### src/rtl/ddr_fifo_pattern_gen_if.sv
// Write-side stream bus between the pattern generator and the DDR FIFO.
interface ddr_fifo_pattern_gen_if;
  logic [47:0] m_data;
  logic        m_valid;
  logic        m_ready;

  modport master (output m_data, output m_valid, input m_ready);
  modport slave  (input m_data, input m_valid, output m_ready);
endinterface

### src/rtl/ddr_fifo_pattern_gen.sv
// Pattern generator for the DDR FIFO loopback path.
// Emits {cnt[15:0], cnt[31:0]} words with an incrementing counter. Bit 32 can be
// flipped on one word to exercise the checker.
module ddr_fifo_pattern_gen #(
  parameter logic [31:0] START_VALUE = 32'd0,
  parameter logic [31:0] NUM_PASSES  = 32'd0
) (
  input  logic                          clk,
  input  logic                          rst,
  input  logic                          start,
  input  logic                          stop,
  input  logic                          inject_err,
  ddr_fifo_pattern_gen_if.master        m_if,
  output logic                          busy,
  output logic                          done,
  output logic [31:0]                   pass_cnt,
  output logic [31:0]                   stall_cnt
);

  localparam logic [1:0] S_IDLE  = 2'd0;
  localparam logic [1:0] S_RUN   = 2'd1;
  localparam logic [1:0] S_DRAIN = 2'd2;
  localparam logic [1:0] S_DONE  = 2'd3;

  logic [1:0]  r_state;
  logic [47:0] r_data;
  logic        r_valid;
  logic [31:0] r_pass;
  logic [31:0] r_stall;
  logic        r_inj;

  logic        w_xfer;
  logic        w_inj_pend;
  logic        w_wrap;
  logic        w_pass_hit;
  logic [31:0] w_cnt;

  // Mirror field is the low counter half; a corrupt word has bit 32 flipped.
  function automatic logic [47:0] make_word(input logic [31:0] c, input logic bad);
    return {c[15:1], c[0] ^ bad, c};
  endfunction

  assign w_cnt      = r_data[31:0];
  assign w_xfer     = r_valid & m_if.m_ready;
  // A pulse arriving in the same cycle as a word load already marks that word.
  assign w_inj_pend = r_inj | inject_err;
  assign w_wrap     = w_xfer && (w_cnt == 32'hFFFF_FFFF);
  assign w_pass_hit = w_wrap && (NUM_PASSES != 32'd0) && ((r_pass + 32'd1) == NUM_PASSES);

  assign m_if.m_data  = r_data;
  assign m_if.m_valid = r_valid;
  assign busy         = (r_state == S_RUN) || (r_state == S_DRAIN);
  assign done         = (r_state == S_DONE);
  assign pass_cnt     = r_pass;
  assign stall_cnt    = r_stall;

  // Run-control FSM, word generation and the pass/stall statistics.
  always_ff @(posedge clk or negedge rst) begin
    if (!rst) begin
      r_state <= S_IDLE;
      r_data  <= '0;
      r_valid <= 1'b0;
      r_pass  <= '0;
      r_stall <= '0;
      r_inj   <= 1'b0;
    end else begin
      // Defaults: latch a pending injection, count stalls and counter wraps.
      r_inj <= w_inj_pend;
      if (r_valid && !m_if.m_ready && (r_stall != 32'hFFFF_FFFF))
        r_stall <= r_stall + 32'd1;
      if (w_wrap)
        r_pass <= r_pass + 32'd1;

      case (r_state)
        S_IDLE, S_DONE: begin
          // stop beats start here, so a simultaneous pair leaves the state alone.
          if (start && !stop) begin
            r_state <= S_RUN;
            r_data  <= make_word(START_VALUE, w_inj_pend);
            r_inj   <= 1'b0;
            r_valid <= 1'b1;
            r_pass  <= '0;
            r_stall <= '0;
          end
        end
        S_RUN: begin
          if (w_pass_hit) begin
            r_state <= S_DONE;
            r_valid <= 1'b0;
          end else if (stop) begin
            if (w_xfer) begin
              r_state <= S_IDLE;
              r_valid <= 1'b0;
            end else begin
              r_state <= S_DRAIN;
            end
          end else if (w_xfer) begin
            r_data <= make_word(w_cnt + 32'd1, w_inj_pend);
            r_inj  <= 1'b0;
          end
        end
        default: begin
          // DRAIN: hold the last word until it is taken, then stop issuing.
          if (w_xfer) begin
            r_state <= S_IDLE;
            r_valid <= 1'b0;
          end
        end
      endcase
    end
  end

endmodule

### src/flat_wrapper.sv
// flat-port wrapper written by rule: the top's interface ports become plain ports
module ddr_fifo_pattern_gen_flat 
#(
  parameter logic [31:0] START_VALUE = 32'd0,
  parameter logic [31:0] NUM_PASSES  = 32'd0
)
  (clk, rst, start, stop, inject_err, busy, done, pass_cnt, stall_cnt, m_if_m_data, m_if_m_valid, m_if_m_ready);
  ddr_fifo_pattern_gen_if m_if_i ();
  input  logic clk;
  input  logic rst;
  input  logic start;
  input  logic stop;
  input  logic inject_err;
  output logic busy;
  output logic done;
  output logic [31:0] pass_cnt;
  output logic [31:0] stall_cnt;
  output wire logic [$bits(m_if_i.m_data)-1:0] m_if_m_data;
  output wire logic [$bits(m_if_i.m_valid)-1:0] m_if_m_valid;
  input wire logic [$bits(m_if_i.m_ready)-1:0] m_if_m_ready;
  assign m_if_m_data = m_if_i.m_data;
  assign m_if_m_valid = m_if_i.m_valid;
  assign m_if_i.m_ready = m_if_m_ready;
  ddr_fifo_pattern_gen #(.START_VALUE(START_VALUE), .NUM_PASSES(NUM_PASSES)) u_core (.clk(clk), .rst(rst), .start(start), .stop(stop), .inject_err(inject_err), .m_if(m_if_i), .busy(busy), .done(done), .pass_cnt(pass_cnt), .stall_cnt(stall_cnt));
endmodule
### config.mk
export PLATFORM = sky130hd
export DESIGN_NAME = ddr_fifo_pattern_gen_flat
export DESIGN_NICKNAME = d
export VERILOG_FILES = /design/src/rtl/ddr_fifo_pattern_gen_if.sv /design/src/rtl/ddr_fifo_pattern_gen.sv /design/src/flat_wrapper.sv
export SDC_FILE = /design/constraint.sdc
export NUM_CORES = 1
export LEC_CHECK = 0
export BUFFER_PORTS_ARGS = -buffer_cell sky130_fd_sc_hd__buf_2
export CORE_MARGIN = 4
export CORE_UTILIZATION = 55
export CTS_CLUSTER_SIZE = 14
export DETAILED_ROUTE_END_ITERATION = 10
export GPL_TIMING_DRIVEN = 0
export HOLD_SLACK_MARGIN = 0.06
export PLACE_DENSITY = 0.85
export SYNTH_ARGS = -nofsm -noshare
export SYNTH_HDL_FRONTEND = slang
export SYNTH_SLANG_ARGS = --single-unit
### constraint.sdc
create_clock -name clk -period 6.4 [get_ports clk]
set_clock_uncertainty 0.1 [all_clocks]
set_input_delay 0.96 -clock clk [delete_from_list [all_inputs] [get_ports clk]]
set_output_delay 0.96 -clock clk [all_outputs]
set_load 0.02 [all_outputs]
==> results.toml, run 1 <==
[power]
power_leakage_uw = 0.00292
seqPwrFrac = 0.472
clkPwrFrac = 0.251
swShare = 0.372
combPwrFrac = 0.277
p_int_uw = 949
p_switching_uw = 562
power_density_nw_per_um2 = 225
ir_drop_mv = 0.216

[critical_path]
cp-end-kind = "flip-flop"
crit_arrival_ns = 3.15
critPathRequiredTime_ns = 6.54
start_kind = "flip-flop"
path_class = "reg -> reg"
ff2ff_setup_slack_ns = 3.38
cp_max_fo = 10

[timing]
slew_headroom = 0.328
rsz0062_at_grt = "no"
drv_slew = 0
hold_viol = 0
setup_tns_ns = 0
report.final.setup_viol = 0
fmax_mhz = 332
fin_crit_ns = 3.02
finalCritPeriodShare = 0.471
worstMarginPinSlew_ns = 0.998

[clocking]
clockBufferDepth = 2
cts_sinks = 101
cts_resized = 0
root_buffer = "clkbuf_8"
cts_setup_buffers = 0
cts_tree = "done"
insertion_delay_ns = 0.37
cts_hold_buf = 0
htreeDepth = 3
numCtsBuffers = 9
path_clk_slew_ns = 0.11

[route]
drc = 0
num_vias = 5824
drtIter0Drc = 690
postRouteAntennaNets = 0
routed_wl_mm = 16.0
drtPass1Iterations = 7
wl_per_cell_microns = 17.6
routed_via_density = 6.43

[synth]
synth_top_area_cell = "dfrtp_1"
synth_area_sq_um = 5730
yosysMostFrequentCell = "dfrtp_1"
async_flop_share = 1.00
synth.distinct_cells = 55
yosysSeqAreaShare = 0.441
ys.flop_type = "dfrtp_1"
synth_area_per_cell_sq_um = 9.01
synth_top_area_frac = 0.441
synthTopCellsByCount = "dfrtp_1 (101), a21oi_1 (80), nand2_1 (55)"
synth_area_leaders = "dfrtp_1 (44%), a21oi_1 (7.0%), or4_1 (6.3%)"
synth_warnings = 0
ys_ff_latch = 101
synth_edf_count = 0
syn-instance-count = 636
syn_nets = 648

[placement]
hpwl_mm = 11.3
gp_congestion = 0.886
port_buffers = 120
place_area_sq_um = 6530

[cells_and_area]
finalInstanceArea_sq_um = 6700
num-nets-final = 780
antenna_cells = 0
area.growth.synth_to_final_pct = 17.0
drive_above_1_share = 0.223

[grt]
grt_pass1_wl_mm = 25.7
antenna_found_initial = 0
grt_usage = 0.263
overflow = 0
grt_max_degree = 73
grt_pass1_vias = 5357

[floorplan]
initial_core_util = 0.576
pin_count = 121
core-area_sq_um = 9950
dieArea_sq_um = 12100
core.rowCount = 36
die_w_microns = 110
die_h_microns = 110

[flow_run]
cap_violations = 0

[run_status]
run_status = "finished clean"

[min_path]
hold_class = "reg -> reg"
critical path: stages, from the launching register on:
cell and delay (ns):
dfrtp_1 0.44, ha_1 0.20, nand2_1 0.20, nor4_2 0.52
nand4_1 0.36, clkbuf_1 0.31, clkbuf_1 0.32, o31ai_1 0.32
a21oi_1 0.11
cell families (layout without fill, tap and decap cells):
family	count (synthesis)	count (layout)	synth area share
multiplexers	3	3	0.00546
flip-flops	101	101	0.441
AND/OR/NAND/NOR	270	270	0.278
AO/OA/AOI/OAI	182	182	0.194
adder cells (fa/ha/maj)	6	6	0.0131
buffers and inverters	64	201	0.0531
XOR/XNOR	10	10	0.0153
power by group through the flow:
stage          Combinational (uW)  Sequential, uW  Clock, uW
2_1_floorplan                 252             745          0
3_3_place_gp                  401             721          0
3_5_place_dp                  413             725          0
4_1_cts                       414             712        380
5_1_grt                       463             721        412
6_report                      419             714        379
layout make-up:
class | instances | area [sq um]
clock inverters | 5 | 36.3
plain buffers | 46 | 236
fillers | 794 | 3250
multi-input cells | 471 | 2900
inverters | 18 | 67.6
flip-flops and latches | 101 | 2530
well taps | 133 | 166
clock buffers | 11 | 141
repair buffers | 121 | 631
flip-flops by register name (all words and copies together), names as in the netlist:
signal               count
u_core.pass_cnt         32
u_core.r_state           2
u_core.m_if.m_valid      1
u_core.stall_cnt        32
u_core.m_if.m_data      33
u_core.r_inj             1
per-layer routing:
layer,track usage,up-vias,share of wire
met4,0.101,0,0.019
li1,-,2685,-
met3,0.0384,32,0.075
met1,0.365,2824,0.43
met2,0.419,283,0.48
met5,0,-,0
path summary, 6_finish.rpt:
kind	startpoint	end	cells past startpoint
max reg2reg	u_core.m_if.m_data[33]$_DFFE_PN0P_	u_core.pass_cnt[17]$_DFF_PN0_	8
min	u_core.r_inj$_DFF_PN0_	u_core.r_inj$_DFF_PN0_	1
max in group asynchronous	rst	u_core.stall_cnt[13]$_DFF_PN0_	2
min in group asynchronous	rst	u_core.m_if.m_data[38]$_DFFE_PN0P_	1
max	u_core.m_if.m_data[33]$_DFFE_PN0P_	u_core.pass_cnt[17]$_DFF_PN0_	8
min reg2reg	u_core.r_inj$_DFF_PN0_	u_core.r_inj$_DFF_PN0_	1
cells in the final DEF (no fill, tap or decap), types with 3 or more instances in the layout:
cell type and instances:
buf_2 122, dfrtp_1 101, a21oi_1 80, nand2_1 55
or4_1 48, o31ai_1 45, o21ai_0 33, or3_1 31
nand3_1 29, clkbuf_1 28, nand4_1 26, nor2_1 22
inv_1 18, buf_4 17, and3_1 10, clkbuf_8 10
nor4_1 7, and2_1 7, xnor2_1 6, ha_1 6
nor3_1 5, and4_1 5, xor2_1 4, a31oi_1 4
nand2b_1 4, or2_2 4, o21a_1 3, nand4b_1 3
clkinvlp_4 3
stage by stage:
stage	hold WS [ns]	total power [uW]	instances	setup WS, ns	util
after floorplan	0.352	997	636	3.71	-
after global placement	0.363	1120	889	3.19	0.653
after detailed placement	0.372	1140	890	3.13	0.656
after CTS	0.394	1510	906	3.45	0.673
after global routing	0.424	1600	906	3.14	0.673
final	0.394	1510	906	3.38	0.673
Note: power is estimated with default switching activity, not from simulation.
==> inputs of run 2 (changes only) <==
clock period = 2.9 ns   (was 6.4 ns; I/O delays follow)
==> run 2 against run 1 <==
Compared with the run above: maximum frequency increased by 8.0%; flip-flop and latch count unchanged; register-to-register slack got worse by 3.3 ns; critical path depth unchanged; cell count increased by 0.44%; largest cell class unchanged; highest routed layer unchanged.
==> results.toml, run 2 (same netlist as run 1, synthesis figures left out) <==
[clocking]
clockBufferDepth = 2
insertion_delay_ns = 0.36
root_buffer = "clkbuf_8"
path_clk_slew_ns = 0.10
cts_sinks = 101
numCtsBuffers = 9
cts_tree = "done"
htreeDepth = 3

[critical_path]
crit_arrival_ns = 2.98
crit_slowest_cell = "or4_1"
ff2ff_path_depth = 8
path_cells = "inv_1 > ha_1 > nor2b_1 > o22a_1 > or4_1 > clkbuf_1 > or3_1 > a21oi_1"
crit_path_max_incr_delay_ns = 0.59
cp_max_fo = 10
start_kind = "flip-flop"
path_class = "reg -> reg"
worst-path-buf-inv = 2
cp-end-kind = "flip-flop"
critPathRequiredTime_ns = 3.09
crit_family = "simple AND/OR/NAND/NOR gates"
cp.depth = 8

[cells_and_area]
final_util = 0.679
largest_reg_flops = 33
antenna_cells = 0
num-nets-final = 784
layout_common_cells = "buf_2 (122), dfrtp_1 (101), a21oi_1 (80)"
final_cells = 910
finalInstanceArea_sq_um = 6760
area.growth.synth_to_final_pct = 18.0
drive_above_1_share = 0.227
layout.cells.most_common = "buf_2"

[timing]
drv_slew = 0
slew_headroom = 0.307
fin_crit_ns = 2.79
worstMarginPinSlew_ns = 1.03
finalCritPeriodShare = 0.963
hold_viol = 0
report.final.setup_viol = 0
fmax_mhz = 358

[route]
drtPass1Iterations = 5
drtIter0Drc = 535
routed_wl_mm = 16.0
num_vias = 5851
wl_per_cell_microns = 17.6
drc = 0
routed_via_density = 6.43
postRouteAntennaNets = 0

[floorplan]
die_w_microns = 110
die_h_microns = 110
core.rowCount = 36
core-area_sq_um = 9950
dieArea_sq_um = 12100
pin_count = 121
initial_core_util = 0.576

[run_status]
run_status = "finished clean"

[power]
power_density_nw_per_um2 = 492
power_leakage_uw = 0.00297
ir_drop_mv = 0.475

[placement]
place_area_sq_um = 6530
dpl.cell_count = 890
port_buffers = 120
gp_congestion = 0.886
hpwl_mm = 11.3

[grt]
grt_usage = 0.264
grt_max_degree = 73
overflow = 0
antenna_found_initial = 0
grt_pass1_wl_mm = 25.7
grt_pass1_vias = 5360

[min_path]
hold_class = "in -> reg"
hold_depth = 2

[flow_run]
cap_violations = 0
-- run 2: changes by cell type in the layout (fill, tap and decap cells not counted) --
cell | previous run | this run
nor4_4 | 0 | 2
buf_4 | 17 | 20
nor4_1 | 7 | 6
dlygate4sd3_1 | 0 | 1
nor4_2 | 2 | 1
-- run 2: layout make-up --
cell class	instances	area (sq um)
Buffer	46	236
Clock inverter	5	36.3
Sequential cell	101	2530
Tap cell	133	166
Inverter	18	67.6
Fill cell	781	3190
Multi-Input combinational cell	471	2920
Clock buffer	11	141
Timing Repair Buffer	125	663
-- run 2: through the flow --
stage | TNS (ns) | setup WS [ns] | hold WS, ns | total power (uW)
floorplan | 0 | 0.477 | 0.0394 | 2200
global placement | -0.00543 | -0.00543 | 0.363 | 2480
detailed placement | -0.0786 | -0.0579 | 0.295 | 2510
CTS | 0 | 0.0544 | 0.200 | 3330
global route | -0.604 | -0.0765 | 0.210 | 3520
finish | 0 | 0.108 | 0.208 | 3320
-- run 2: repair_timing --
action | 4_1_cts | 5_1_grt
buffers inserted | 0 | 3
hold buffers | 1 | 0
hold endpoints to repair | 29 | 0
pin swaps | 1 | 3
endpoints found under the setup margin | 4 | 29
resized for setup | 1 | 2
-- run 2: worst paths after layout --
kind | start | to | slack [ns]
worst max register to register | u_core.r_state[0]$_DFFE_PN0P_ | u_core.m_if.m_data[41]$_DFFE_PN0P_ | 0.11
worst min-delay path | inject_err | u_core.r_inj$_DFF_PN0_ | 0.21
min in group asynchronous | rst | u_core.m_if.m_data[38]$_DFFE_PN0P_ | 0.44
max in group asynchronous | rst | u_core.stall_cnt[14]$_DFF_PN0_ | 1.54
worst max-delay path | u_core.r_state[0]$_DFFE_PN0P_ | u_core.m_if.m_data[41]$_DFFE_PN0P_ | 0.11
worst min register to register | u_core.r_inj$_DFF_PN0_ | u_core.r_inj$_DFF_PN0_ | 0.39
-- run 2: layer usage --
metal	global-route usage	share of wire
met5	0	0
met4	0.0988	0.020
met3	0.0373	0.082
met2	0.422	0.48
met1	0.365	0.42
-- run 2: power breakdown --
part           switching, uW  internal [uW]  leakage [uW]  total (uW)
clock network            493            336     0.0000815         830
registers               91.0           1480       0.00140        1570
logic                    644            277       0.00149         921
==> inputs of run 3 (changes only) <==
PLACE_DENSITY = unset   (was 0.85)
PLACE_DENSITY_LB_ADDON = 0.15   (was unset)
==> run 3 against run 2 <==
Compared with the run above: final area increased by 0.28%; power up 2.9%; wire length fell by 2.4%; clock power rose by 11%; sequential power is essentially flat; largest power group unchanged; count of clock-buffer cells in the layout unchanged; maximum frequency grew 2.5%; critical path type unchanged; global-route usage barely moved; core utilization rose by 0.19 points; flip-flop and latch count stayed put; via count fell by 2.6%; cell count unchanged.
==> results.toml, run 3 (same netlist as run 1, synthesis figures left out) <==
[run_status]
run_status = "finished clean"

[cells_and_area]
num-nets-final = 784
largest_reg_flops = 33
layout.cells.most_common = "buf_2"
fillers = 832
drive_above_1_share = 0.230
area.growth.synth_to_final_pct = 18.3
antenna_cells = 0
layout_common_cells = "buf_2 (122), dfrtp_1 (101), a21oi_1 (80)"
final_util = 0.681

[grt]
grt_max_degree = 61
grt_pass1_vias = 5233
overflow = 0
antenna_found_initial = 0
grt_usage = 0.263
grt_pass1_wl_mm = 25.4

[timing]
fin_ws_ns = 0.176
drv_slew = 0
slew_headroom = 0.422
fmax_mhz = 367
worstMarginPinSlew_ns = 0.855
finalCritPeriodShare = 0.939
rsz0062_at_grt = "no"
hold_viol = 0
fin_crit_ns = 2.72
report.final.setup_viol = 0

[critical_path]
worst-path-buf-inv = 2
crit_family = "simple AND/OR/NAND/NOR gates"
path_class = "reg -> reg"
cp-end-kind = "flip-flop"
start_kind = "flip-flop"
crit_slowest_cell = "or4_1"
crit_path_max_incr_delay_ns = 0.56
critPathRequiredTime_ns = 3.09
cp_max_fo = 10
crit_arrival_ns = 2.91
path_cells = "inv_1 > ha_1 > nor2b_1 > o22a_1 > or4_1 > clkbuf_2 > or3_1 > a21oi_1"

[power]
combPwrFrac = 0.269
swShare = 0.362
p_total_uw = 3420
seqPwrFrac = 0.461
p_int_uw = 2180
p_switching_uw = 1240
power_leakage_uw = 0.00298
clkPwrFrac = 0.270
ir_drop_mv = 0.381
power_density_nw_per_um2 = 505

[placement]
gp_congestion = 0.859
hpwl_mm = 11.2
dp_slack_ns = -0.130
port_buffers = 120

[floorplan]
core.rowCount = 36
die_w_microns = 110
core-area_sq_um = 9950
pin_count = 121
initial_core_util = 0.576
die_h_microns = 110
dieArea_sq_um = 12100

[route]
drc = 0
drtPass1Iterations = 4
num_vias = 5697
drtIter0Drc = 475
postRouteAntennaNets = 0
routed_via_density = 6.26
routed_wl_mm = 15.6
wl_per_cell_microns = 17.2

[clocking]
numCtsBuffers = 9
cts_tree = "done"
clockBufferDepth = 2
cts_sinks = 101
insertion_delay_ns = 0.38
path_clk_slew_ns = 0.09
root_buffer = "clkbuf_8"
htreeDepth = 3

[min_path]
hold_class = "in -> reg"

[flow_run]
cap_violations = 0
## run 3: changes by cell type in the layout (fill, tap and decap cells not counted), sizes merged
cell,change
bufinv,+1
clkinv,+1
clkinvlp,-2
## run 3: area by class of cell
| class | instances | area [sq um] | share of cell area |
|---|---|---|---|
| Clock buffer | 11 | 141 | 0.0209 |
| Tap cell | 133 | 166 | 0.0245 |
| Timing Repair Buffer | 125 | 663 | 0.0978 |
| Multi-Input combinational cell | 471 | 2910 | 0.430 |
| Buffer | 46 | 240 | 0.0354 |
| Sequential cell | 101 | 2530 | 0.373 |
| Inverter | 18 | 67.6 | 0.00997 |
| Clock inverter | 5 | 60.1 | 0.00886 |
## run 3: layer usage
metal / share of wire / wire length [microns] / vias up / global-route usage
met3: 0.066 / 1030 / 31 / 0.0414
met4: 0.022 / 349 / 0 / 0.101
met2: 0.46 / 7260 / 213 / 0.414
li1: - / - / 2693 / -
met5: 0 / 0 / - / 0
met1: 0.45 / 6990 / 2760 / 0.368
## run 3: power groups by stage
stage	Sequential [uW]	Combinational (uW)	Clock (uW)
finish	1580	921	924
floorplan	1640	557	0
CTS	1570	918	944
global route	1590	1020	1010
detailed placement	1600	912	0
global placement	1590	890	0
## run 3: worst paths after layout
check	slack [ns]	cells past startpoint	to	start
min in group asynchronous	0.49	2	u_core.m_if.m_data[37]$_DFFE_PN0P_	rst
max in group asynchronous	1.53	3	u_core.stall_cnt[14]$_DFF_PN0_	rst
max reg2reg	0.18	8	u_core.m_if.m_data[39]$_DFFE_PN0P_	u_core.r_state[0]$_DFFE_PN0P_
min	0.20	2	u_core.r_inj$_DFF_PN0_	inject_err
min reg2reg	0.39	1	u_core.r_inj$_DFF_PN0_	u_core.r_inj$_DFF_PN0_
max	0.18	8	u_core.m_if.m_data[39]$_DFFE_PN0P_	u_core.r_state[0]$_DFFE_PN0P_
## run 3: stage by stage
step           hold WS, ns  instances  area [sq um]  setup TNS (ns)
2_1_floorplan       0.0394        636          5730               0
3_3_place_gp         0.364        889          6500         -0.0418
3_5_place_dp         0.370        890          6530          -0.719
4_1_cts              0.180        907          6750               0
5_1_grt              0.199        910          6780               0
6_report             0.198        910          6780               0
## run 3: timing repair
| item | 4_1_cts | 5_1_grt |
|---|---|---|
| setup buffers | 0 | 3 |
| resized for setup | 2 | 5 |
| endpoints found under the hold margin | 41 | 0 |
| hold buffers | 1 | 0 |
| pin swaps | 1 | 3 |
| setup endpoints to repair | 12 | 31 |
